`src/rtl/instr_fetch_unit.sv`:
```
// Instruction fetch and branch unit: reads the 8-bit program memory, assembles one- and
// two-byte instructions, resolves BRA/BHI/BEQ locally and issues the rest to execute.
// Optional build macro: IFETCH_ILLEGAL_TRAP_EN (illegal opcodes trap instead of being skipped).
module instr_fetch_unit #(
    parameter logic [7:0] RESET_VECTOR = 8'd0
) (
    input  logic       program_clk,
    input  logic       reset,
    output logic [7:0] address_bus,
    input  logic [7:0] data_bus,
    output logic       instr_valid,
    input  logic       instr_ready,
    output logic [7:0] instr_byte,
    output logic [7:0] instr_imm,
    output logic       instr_has_imm,
    input  logic       exec_idle,
    input  logic       flag_z,
    input  logic       flag_hi,
    output logic       illegal_op
);

    // Six-bit opcodes of the bit7=1 class
    localparam logic [5:0] OpLdImm  = 6'b100000;
    localparam logic [5:0] OpCmp    = 6'b100011;
    localparam logic [5:0] OpDec    = 6'b100101;
    localparam logic [5:0] OpInput  = 6'b100110;
    localparam logic [5:0] OpOutput = 6'b100111;
    localparam logic [5:0] OpBra    = 6'b101010;
    localparam logic [5:0] OpBhi    = 6'b101100;
    localparam logic [5:0] OpBeq    = 6'b101101;

    typedef enum logic [2:0] {
        StFetchOp,
        StFetchImm,
        StBrWait,
        StIssue,
        StTrap
    } state_e;

    state_e     state_q, state_d;
    logic [7:0] pc_q, pc_d;
    logic [7:0] op_q, op_d;
    logic [7:0] imm_q, imm_d;
    logic       has_imm_q, has_imm_d;
    logic       op_is_bra;
    logic       op_is_cond;
    logic       br_taken;

    function automatic logic is_two_byte(input logic [7:0] b);
        return b[7] && (b[7:2] inside {OpLdImm, OpCmp, OpBra, OpBhi, OpBeq});
    endfunction

    function automatic logic is_legal(input logic [7:0] b);
        if (!b[7]) begin
            return b[7:4] inside {4'b0000, 4'b0001, 4'b0010, 4'b0100, 4'b0111};
        end
        return is_two_byte(b) || (b[7:2] inside {OpDec, OpInput, OpOutput});
    endfunction

    // Branch decode always refers to the latched opcode
    assign op_is_bra  = (op_q[7:2] == OpBra);
    assign op_is_cond = (op_q[7:2] == OpBhi) || (op_q[7:2] == OpBeq);
    assign br_taken   = (op_q[7:2] == OpBhi) ? flag_hi : flag_z;

    // State register
    always_ff @(posedge program_clk or posedge reset) begin
        if (reset) begin
            state_q <= StFetchOp;
        end else begin
            state_q <= state_d;
        end
    end

    // Next-state logic
    always_comb begin
        state_d = state_q;
        case (state_q)
            StFetchOp: begin
                if (!is_legal(data_bus)) begin
`ifdef IFETCH_ILLEGAL_TRAP_EN
                    state_d = StTrap;
`else
                    state_d = StFetchOp;
`endif
                end else if (is_two_byte(data_bus)) begin
                    state_d = StFetchImm;
                end else begin
                    state_d = StIssue;
                end
            end
            StFetchImm: begin
                if (op_is_bra) begin
                    state_d = StFetchOp;
                end else if (op_is_cond) begin
                    state_d = StBrWait;
                end else begin
                    state_d = StIssue;
                end
            end
            StBrWait: begin
                if (exec_idle) begin
                    state_d = StFetchOp;
                end
            end
            StIssue: begin
                // instr_valid is high in this state, so ready alone completes the handshake
                if (instr_ready) begin
                    state_d = StFetchOp;
                end
            end
`ifdef IFETCH_ILLEGAL_TRAP_EN
            StTrap: state_d = StTrap;
`endif
            default: state_d = StFetchOp;
        endcase
    end

    // Datapath registers: PC, opcode, immediate
    always_ff @(posedge program_clk or posedge reset) begin
        if (reset) begin
            pc_q      <= RESET_VECTOR;
            op_q      <= 8'd0;
            imm_q     <= 8'd0;
            has_imm_q <= 1'b0;
        end else begin
            pc_q      <= pc_d;
            op_q      <= op_d;
            imm_q     <= imm_d;
            has_imm_q <= has_imm_d;
        end
    end

    // Datapath next-state: PC only moves on fetch cycles and branch resolution
    always_comb begin
        pc_d      = pc_q;
        op_d      = op_q;
        imm_d     = imm_q;
        has_imm_d = has_imm_q;
        case (state_q)
            StFetchOp: begin
                pc_d      = pc_q + 8'd1;
                op_d      = data_bus;
                imm_d     = 8'd0;
                has_imm_d = is_two_byte(data_bus);
            end
            StFetchImm: begin
                imm_d = data_bus;
                pc_d  = op_is_bra ? data_bus : pc_q + 8'd1;
            end
            StBrWait: begin
                // Not taken leaves PC already pointing past the immediate
                if (exec_idle && br_taken) begin
                    pc_d = imm_q;
                end
            end
            default: ;
        endcase
    end

    // Outputs decoded from state and held registers
    always_comb begin
        instr_valid = (state_q == StIssue);
`ifdef IFETCH_ILLEGAL_TRAP_EN
        illegal_op  = (state_q == StTrap);
`else
        illegal_op  = 1'b0;
`endif
    end

    assign address_bus   = pc_q;
    assign instr_byte    = op_q;
    assign instr_imm     = imm_q;
    assign instr_has_imm = has_imm_q;

endmodule
```
`config.mk`:
```
export PLATFORM = sky130hd
export DESIGN_NAME = instr_fetch_unit
export DESIGN_NICKNAME = d
export VERILOG_FILES = /design/src/rtl/instr_fetch_unit.sv
export SDC_FILE = /design/constraint.sdc
export NUM_CORES = 1
export LEC_CHECK = 0
export BUFFER_PORTS_ARGS = -buffer_cell sky130_fd_sc_hd__buf_2
export CAP_MARGIN = 20
export CELL_PAD_IN_SITES_DETAIL_PLACEMENT = 2
export CELL_PAD_IN_SITES_GLOBAL_PLACEMENT = 2
export CORE_ASPECT_RATIO = 0.9
export CORE_MARGIN = 2
export CORE_UTILIZATION = 35
export DETAILED_ROUTE_END_ITERATION = 6
export PLACE_DENSITY = 0.88
export SLEW_MARGIN = 40
export SYNTH_ARGS = -nofsm -noshare
export SYNTH_HDL_FRONTEND = slang
export SYNTH_SLANG_ARGS = --single-unit
```
`constraint.sdc`:
```
create_clock -name program_clk -period 4.31 [get_ports program_clk]
set_input_delay 0.2155 -clock program_clk [delete_from_list [all_inputs] [get_ports program_clk]]
set_output_delay 0.2155 -clock program_clk [all_outputs]
set_load 0.05 [all_outputs]
```
==> impl_metrics.env, run 1 <==
export IMPL_outcome="finished, violations left"
export IMPL_violations="negative hold slack"
export IMPL_synth_top_family_by_area="compound AO/OA/AOI/OAI gates"
export IMPL_drc=0
export IMPL_setup_tns_ns=0
export IMPL_vdd_drop_max_mv=0.343
export IMPL_die_h_um=70.0
export IMPL_cts_tree="yes"
export IMPL_final_common_cell="buf_2"
export IMPL_gp_congestion=0.787
export IMPL_root_buffer="clkbuf_8"
export IMPL_hold_viol_final=6
export IMPL_critPathCaptureType="register"
export IMPL_drv_cap=0
export IMPL_drtPass1Iterations=4
export IMPL_min_period_over_period=0.631
export IMPL_final_cell_mix="buf_2 (39), dfrtp_1 (27), a21oi_1 (12), nand2_1 (10), mux2_2 (10)"
export IMPL_synthXorXnorAreaFrac=0.0155
export IMPL_fillCellCount=534
export IMPL_antenna_found_initial=0
export IMPL_synthDistinctLibCells=51
export IMPL_nNetsFinal=224
export IMPL_via_count=1553
export IMPL_numPortBuffers=39
export IMPL_r2r_end="address_bus[3]"
export IMPL_wl_per_cell_um=20.6
export IMPL_drtIter0Drc=76
export IMPL_area_growth_pct=16.8
export IMPL_whs_ns=-0.00218
export IMPL_clock_latency_ns=0.28
export IMPL_pre_cts_ws_ns=1.80
export IMPL_fin_skew_ns=0.00883
export IMPL_p_per_area_nw_per_um2=927
export IMPL_criticalPathCategory="reg -> reg"
export IMPL_grt_usage=0.209
export IMPL_crit_fanout=20
export IMPL_maxSlewHeadroom=0.570
export IMPL_synth_adder_area_share=0.0443
export IMPL_setup_viol=0
export IMPL_hold_class="in -> async"
export IMPL_wirelength_mm=5.53
export IMPL_synthSimpleGateAreaFrac=0.129
export IMPL_reg2reg_slack_ns=1.59
export IMPL_synthMuxAreaShare=0.0782
export IMPL_arrival_ns=2.86
export IMPL_async_reset_ff_frac=1.00
export IMPL_setup_worst_path_start="state_q[0]"
export IMPL_required_ns=4.45
export IMPL_synth_area_um2=1700
export IMPL_synth_nets=189
export IMPL_grt_pass1_wl_mm=8.83
export IMPL_layout_drive_gt1_share=0.325
export IMPL_cts_hold_buffers=0
export IMPL_ys_ff_latch=27
export IMPL_synth_edf_count=0
export IMPL_max_freq_ghz=0.367
export IMPL_diodes=0
export IMPL_rr_worst_depth=7
export IMPL_ios=41
export IMPL_initial_core_util=0.357
export IMPL_slew_viol_final=0
export IMPL_synth_ff_type="dfrtp_1"
export IMPL_p_leak_nw=0.886
export IMPL_clk_pin_slew_ns=0.11
export IMPL_yosys_warnings=0
export IMPL_grt_pass1_vias=1623
export IMPL_die_x_um=77.4
export IMPL_cts_sinks=27
export IMPL_die_area_um2=5420
export IMPL_endpoint="address_bus[3]"
export IMPL_fin_crit_ns=2.72
export IMPL_clock_path_buffers=2
export IMPL_yosysSeqAreaShare=0.399
export IMPL_rows=24
export IMPL_post_cts_resized=0
export IMPL_critPathLaunchType="register"
export IMPL_syn_area_per_cell_um2=10.0
export IMPL_synth_compound_area_share=0.282
export IMPL_core_area_um2=4740
export IMPL_final_setup_worst_slack_ns=1.59
export IMPL_place_hpwl_mm=3.96
export IMPL_avgViaCountPerCell=5.79
export IMPL_post_cts_buffers=0
export IMPL_numCtsBuffers=3
export IMPL_final_antenna_net_count=0
export IMPL_cts_max_level=1
export IMPL_grt_max_degree=28
export IMPL_grt_ovfl_total=0
export IMPL_synthesis_instances=169
export IMPL_rsz0062_at_grt="false"
export IMPL_worst_pin_slew_ns=0.642
export IMPL_r2r_start="state_q[0]"
per-stage QoR:
stage | total power, mW | utilization | hold WS (ns) | std cells | instance area [um^2]
global placement | 1.62 | 0.405 | 0.489 | 263 | 1920
finish | 1.84 | 0.417 | -0.00218 | 268 | 1980
CTS | 1.84 | 0.415 | 0.00854 | 267 | 1970
detailed placement | 1.67 | 0.405 | 0.328 | 263 | 1920
floorplan | 1.38 | - | 0.268 | 169 | 1700
global route | 1.96 | 0.417 | 0.0379 | 268 | 1980
sequential cells by signal, indices dropped and copies added, names as in the netlist:
signal         cells
instr_imm          8
address_bus        8
state_q            2
instr_has_imm      1
instr_byte         8
power breakdown:
part / leakage [nW] / total, mW / internal [mW] / switching, mW
registers: 0.340 / 0.497 / 0.364 / 0.133
logic: 0.525 / 1.18 / 0.357 / 0.827
clock network: 0.0217 / 0.156 / 0.0659 / 0.0899
total: 0.886 / 1.84 / 0.787 / 1.05
worst max-delay path, stage by stage, from the launching register on:
cell and delay (ns):
dfrtp_1 0.44, inv_1 0.10, ha_1 0.69, inv_1 0.28, o41ai_1 0.55, a31oi_1 0.09
o21ai_0 0.28, o21ai_1 0.14
area by class of cell:
class	instances	area, um^2	share of cell area
multi-input cells	123	935	0.472
flip-flops and latches	27	676	0.341
repair buffers	40	206	0.104
well taps	65	81.3	0.0411
clock buffers	3	41.3	0.0208
inverters	9	33.8	0.0171
clock inverters	1	7.51	0.00379
kinds of logic after synthesis:
logic type | after synthesis
other cells | 1
fa+ha+maj | 6
xor+xnor | 3
flops | 27
compound gates | 62
simple gates | 39
mux | 12
buf+inv | 19
cell usage after synthesis, types with 2 or more instances:
cell      count  share of area
o21ai_2       8          0.041
ha_1          6          0.044
xor2_1        2          0.010
nand2b_1      3          0.011
inv_1         9          0.020
nand2_1      10          0.022
nand3_1       2         0.0059
a21oi_1      12          0.035
a211oi_1      2         0.0089
dfrtp_1      27           0.40
nor2_1        7          0.016
o21ai_0       7          0.021
clkbuf_1      6          0.013
nor3_1        2         0.0059
o21ai_1       3         0.0089
a311oi_1      3          0.016
o22ai_1       2         0.0074
a32oi_1       2          0.010
and4_1        2          0.010
o32a_1        2          0.012
and3_1        4          0.015
nor2b_1       3          0.011
mux2_2       10          0.066
a22o_1        6          0.031
mux2i_1       2          0.012
o31ai_1       2         0.0089
worst min path at each step:
stage / startpoint / to / slack, ns / depth (start not counted)
finish: reset / address_bus[5] / -0.002 / 2
global route: reset / address_bus[5] / 0.04 / 2
CTS: reset / address_bus[1] / 0.009 / 2
detailed placement: reset / address_bus[2] / 0.33 / 2
global placement: data_bus[1] / instr_imm[1] / 0.49 / 2
floorplan: reset / address_bus[0] / 0.27 / 1
metal layers:
metal	share of wire	up-vias	global-route usage	routed length, um
li1	-	704	-	-
met1	0.45	808	0.284	2480
met2	0.51	36	0.356	2810
met3	0.037	5	0.0323	203
met4	0.0056	0	0.0397	31
met5	0	-	0	0
Note: power is estimated with default switching activity, not from simulation.
==> inputs of run 2 (changes only) <==
Settings changed: CORE_UTILIZATION 35 to 29, PLACE_DENSITY 0.88 to 0.78.
Clock period 4.31 ns to 2.29 ns, I/O delays scaled along.
==> impl_metrics.env, run 2 (synthesis gave the netlist of run 1 again) <==
export IMPL_criticalPathCategory="reg -> reg"
export IMPL_grt_ovfl_total=0
export IMPL_wirelength_mm=5.24
export IMPL_core_area_um2=5660
export IMPL_die_h_um=76.5
export IMPL_ios=41
export IMPL_numCtsBuffers=3
export IMPL_cts_sinks=27
export IMPL_grt_pass1_wl_mm=8.71
export IMPL_diodes=0
export IMPL_hold_viol_final=0
export IMPL_p_leak_nw=0.928
export IMPL_crit_fanout=16
export IMPL_drc=0
export IMPL_required_ns=2.45
export IMPL_p_comb_frac=0.658
export IMPL_area_growth_pct=20.5
export IMPL_hold_class="in -> reg"
export IMPL_clock_latency_ns=0.28
export IMPL_root_buffer="clkbuf_8"
export IMPL_seqPwrFrac=0.262
export IMPL_worst_pin_slew_ns=0.664
export IMPL_layout_drive_gt1_share=0.341
export IMPL_drv_cap=0
export IMPL_switchingPower_mw=1.97
export IMPL_arrival_ns=2.19
export IMPL_slew_viol_final=0
export IMPL_min_period_over_period=0.889
export IMPL_fin_area_um2=2040
export IMPL_vdd_drop_max_mv=0.587
export IMPL_clk_pin_slew_ns=0.10
export IMPL_max_freq_ghz=0.491
export IMPL_critPathLaunchType="register"
export IMPL_maxSlewHeadroom=0.556
export IMPL_setup_tns_ns=0
export IMPL_post_cts_resized=0
export IMPL_power_internal_mw=1.56
export IMPL_grt_max_degree=28
export IMPL_fin_crit_ns=2.04
export IMPL_critPathCaptureType="register"
export IMPL_fin_skew_ns=0.00511
export IMPL_fillCellCount=646
export IMPL_grt_pass1_vias=1624
export IMPL_drtIter0Drc=31
export IMPL_die_x_um=84.6
export IMPL_clkPwrFrac=0.079
export IMPL_cts_max_level=1
export IMPL_grt_usage=0.166
export IMPL_cts_tree="yes"
export IMPL_place_hpwl_mm=3.95
export IMPL_initial_core_util=0.300
export IMPL_p_per_area_nw_per_um2=1730
export IMPL_outcome="finished, final reports clean"
export IMPL_rows=26
export IMPL_antenna_found_initial=0
export IMPL_swShare=0.558
export IMPL_clock_path_buffers=2
export IMPL_avgViaCountPerCell=5.44
export IMPL_final_cell_mix="buf_2 (39), dfrtp_1 (27), a21oi_1 (12), nand2_1 (10), mux2_2 (10)"
export IMPL_wl_per_cell_um=18.6
export IMPL_gp_congestion=0.794
export IMPL_nNetsFinal=232
export IMPL_setup_viol=0
export IMPL_die_area_um2=6470
export IMPL_final_common_cell="buf_2"
export IMPL_drtPass1Iterations=4
export IMPL_rsz0062_at_grt="false"
export IMPL_numPortBuffers=39
export IMPL_via_count=1528
export IMPL_final_antenna_net_count=0
export IMPL_placed_area_um2=1990
## run 2: changes by cell type in the layout (fill, tap and decap cells not counted), sizes merged
cell,change
dlygate4sd3,+1
clkinvlp,-1
clkinv,+1
buf,+7
## run 2: path summary, 6_finish.rpt
| kind | from | end | depth (start not counted) | slack (ns) |
|---|---|---|---|---|
| setup / recovery | instr_byte[6] | address_bus[0] | 6 | 0.25 |
| hold / removal | data_bus[1] | instr_imm[1] | 2 | 0.10 |
| setup reg to reg | instr_byte[6] | address_bus[0] | 6 | 0.25 |
| hold reg to reg | instr_byte[0] | instr_byte[0] | 1 | 0.52 |
| max in group asynchronous | reset | instr_imm[7] | 4 | 1.59 |
| min in group asynchronous | reset | state_q[1] | 4 | 0.44 |
## run 2: critical path: stages (launching register included)
cell	delay, ns
dfrtp_1	0.40
nand3b_4	0.24
o311a_4	0.40
a311oi_4	0.26
buf_4	0.28
mux2i_1	0.24
o31ai_1	0.10
## run 2: routing by layer
metal	GRT usage	up-vias	routed length, um
li1	-	718	-
met1	0.235	772	2600
met2	0.262	32	2390
met3	0.0347	6	200
met4	0.0365	0	49
met5	0	-	0
## run 2: power by group through the flow
stage | combinational (mW) | sequential [mW] | clock, mW
after detailed placement | 2.32 | 0.937 | 0
after floorplan | 1.07 | 1.52 | 0
after global placement | 2.27 | 0.930 | 0
final | 2.32 | 0.926 | 0.281
after CTS | 2.33 | 0.929 | 0.300
after global routing | 2.49 | 0.968 | 0.323
## run 2: cell type report
cell class / count / area [um^2] / area share
Clock buffer: 3 / 41.3 / 0.0202
Clock inverter: 1 / 5.00 / 0.00245
Inverter: 9 / 33.8 / 0.0165
Multi-Input combinational cell: 123 / 935 / 0.457
Sequential cell: 27 / 676 / 0.331
Tap cell: 70 / 87.6 / 0.0429
Timing Repair Buffer: 48 / 265 / 0.130
## run 2: timing repair
action / in CTS / in global routing
endpoints found under the hold margin: 27 / 0
hold buffers: 1 / 0
setup buffers: 0 / 0
## run 2: per-stage QoR
| stage | hold WS (ns) | utilization | power, mW | std cells | worst slack (ns) |
|---|---|---|---|---|---|
| finish | 0.104 | 0.361 | 3.53 | 281 | 0.255 |
| detailed placement | 0.204 | 0.351 | 3.26 | 276 | 0.294 |
| global placement | 0.201 | 0.351 | 3.20 | 276 | 0.361 |
| global route | 0.0920 | 0.361 | 3.78 | 281 | 0.136 |
| floorplan | 0.167 | - | 2.59 | 169 | 0.234 |
| CTS | 0.0993 | 0.361 | 3.56 | 281 | 0.251 |
==> inputs of run 3 (changes only) <==
Settings changed: BUFFER_PORTS_ARGS -buffer_cell sky130_fd_sc_hd__buf_2 to -buffer_cell sky130_fd_sc_hd__buf_4.
==> impl_metrics.env, run 3 (synthesis gave the netlist of run 1 again) <==
export IMPL_grt_pass1_wl_mm=8.66
export IMPL_grt_ovfl_total=0
export IMPL_via_count=1521
export IMPL_grt_max_degree=28
export IMPL_hold_viol_final=0
export IMPL_p_leak_nw=0.942
export IMPL_drtIter0Drc=50
export IMPL_vdd_drop_max_mv=0.750
export IMPL_ios=41
export IMPL_hold_class="in -> reg"
export IMPL_final_antenna_net_count=0
export IMPL_diodes=0
export IMPL_fin_crit_ns=2.03
export IMPL_drc=0
export IMPL_criticalPathCategory="reg -> reg"
export IMPL_root_buffer="clkbuf_8"
export IMPL_numCtsBuffers=3
export IMPL_fin_area_um2=2130
export IMPL_die_x_um=84.6
export IMPL_final_common_cell="buf_4"
export IMPL_numPortBuffers=39
export IMPL_p_per_area_nw_per_um2=1700
export IMPL_final_cell_mix="buf_4 (45), dfrtp_1 (27), a21oi_1 (12), nand2_1 (10), mux2_2 (10)"
export IMPL_grt_usage=0.167
export IMPL_fillCellCount=631
export IMPL_cts_max_level=1
export IMPL_cts_tree="yes"
export IMPL_initial_core_util=0.300
export IMPL_maxSlewHeadroom=0.605
export IMPL_critPathCaptureType="register"
export IMPL_die_h_um=76.5
export IMPL_worst_pin_slew_ns=0.578
export IMPL_min_period_over_period=0.886
export IMPL_clk_pin_slew_ns=0.10
export IMPL_area_growth_pct=25.4
export IMPL_max_freq_ghz=0.493
export IMPL_finalNonFillerCells=279
export IMPL_die_area_um2=6470
export IMPL_drtPass1Iterations=4
export IMPL_drv_cap=0
export IMPL_dp_cells=274
export IMPL_critPathLaunchType="register"
export IMPL_placed_area_um2=2070
export IMPL_layout_drive_gt1_share=0.335
export IMPL_avgViaCountPerCell=5.45
export IMPL_wl_per_cell_um=18.7
export IMPL_antenna_found_initial=0
export IMPL_post_cts_resized=0
export IMPL_wirelength_mm=5.22
export IMPL_rows=26
export IMPL_crit_fanout=8
export IMPL_rsz0062_at_grt="false"
export IMPL_required_ns=2.46
export IMPL_setup_viol=0
export IMPL_nNetsFinal=230
export IMPL_outcome="finished, final reports clean"
export IMPL_cts_sinks=27
export IMPL_slew_viol_final=0
export IMPL_clock_path_buffers=2
export IMPL_setup_tns_ns=0
export IMPL_fin_skew_ns=0.00201
export IMPL_clock_latency_ns=0.28
export IMPL_place_hpwl_mm=3.90
export IMPL_gp_congestion=0.743
export IMPL_whs_ns=0.0839
export IMPL_total_power_mw=3.61
export IMPL_core_area_um2=5660
export IMPL_arrival_ns=2.20
export IMPL_grt_pass1_vias=1590
run 3: cell count changes in the layout (fill, tap and decap cells not counted):
cell and change:
buf_4 +37, buf_2 -39
run 3: what timing repair did:
item                      4_1_cts  5_1_grt
setup buffers                   0        0
hold buffers                    1        0
hold endpoints to repair       27        0
run 3: critical path, cell delays in order (launching register included):
cell and delay [ns]:
dfrtp_1 0.45, or3b_1 0.54, o21ai_2 0.30, a2111oi_0 0.19
a311oi_1 0.35, o21ai_2 0.08
run 3: worst paths after layout:
check                              startpoint        endpoint  slack [ns]  cells past startpoint
worst max-delay path            instr_byte[2]  address_bus[5]        0.26                      5
worst min-delay path              data_bus[0]    instr_imm[0]        0.08                      2
worst max register to register  instr_byte[2]  address_bus[5]        0.26                      5
worst min register to register  instr_byte[1]   instr_byte[1]        0.52                      1
max in group asynchronous               reset    instr_imm[1]        1.56                      4
min in group asynchronous               reset  address_bus[3]        0.44                      4
run 3: area by class of cell:
class | count | area (um^2) | share of cell area
inverters | 9 | 33.8 | 0.0159
flip-flops and latches | 27 | 676 | 0.318
well taps | 70 | 87.6 | 0.0412
clock buffers | 3 | 41.3 | 0.0194
multi-input cells | 123 | 935 | 0.440
repair buffers | 46 | 348 | 0.164
clock inverters | 1 | 5.00 | 0.00235
run 3: layer usage:
metal,wire [um],vias up,global-route usage
met2,2460,34,0.265
met5,0,-,0
li1,-,713,-
met4,39,0,0.0381
met1,2560,770,0.237
met3,172,4,0.0314
run 3: report_power, final:
group	internal (mW)	total, mW	leakage (nW)	switching, mW
combinational	0.837	2.38	0.576	1.55
sequential	0.686	0.943	0.340	0.258
clock	0.123	0.286	0.0255	0.163
run 3: stage by stage:
stage	setup slack, ns	utilization
6_report	0.262	0.376
5_1_grt	0.0856	0.376
4_1_cts	0.280	0.376
3_5_place_dp	0.303	0.366
3_3_place_gp	0.333	0.366
2_1_floorplan	0.234	-
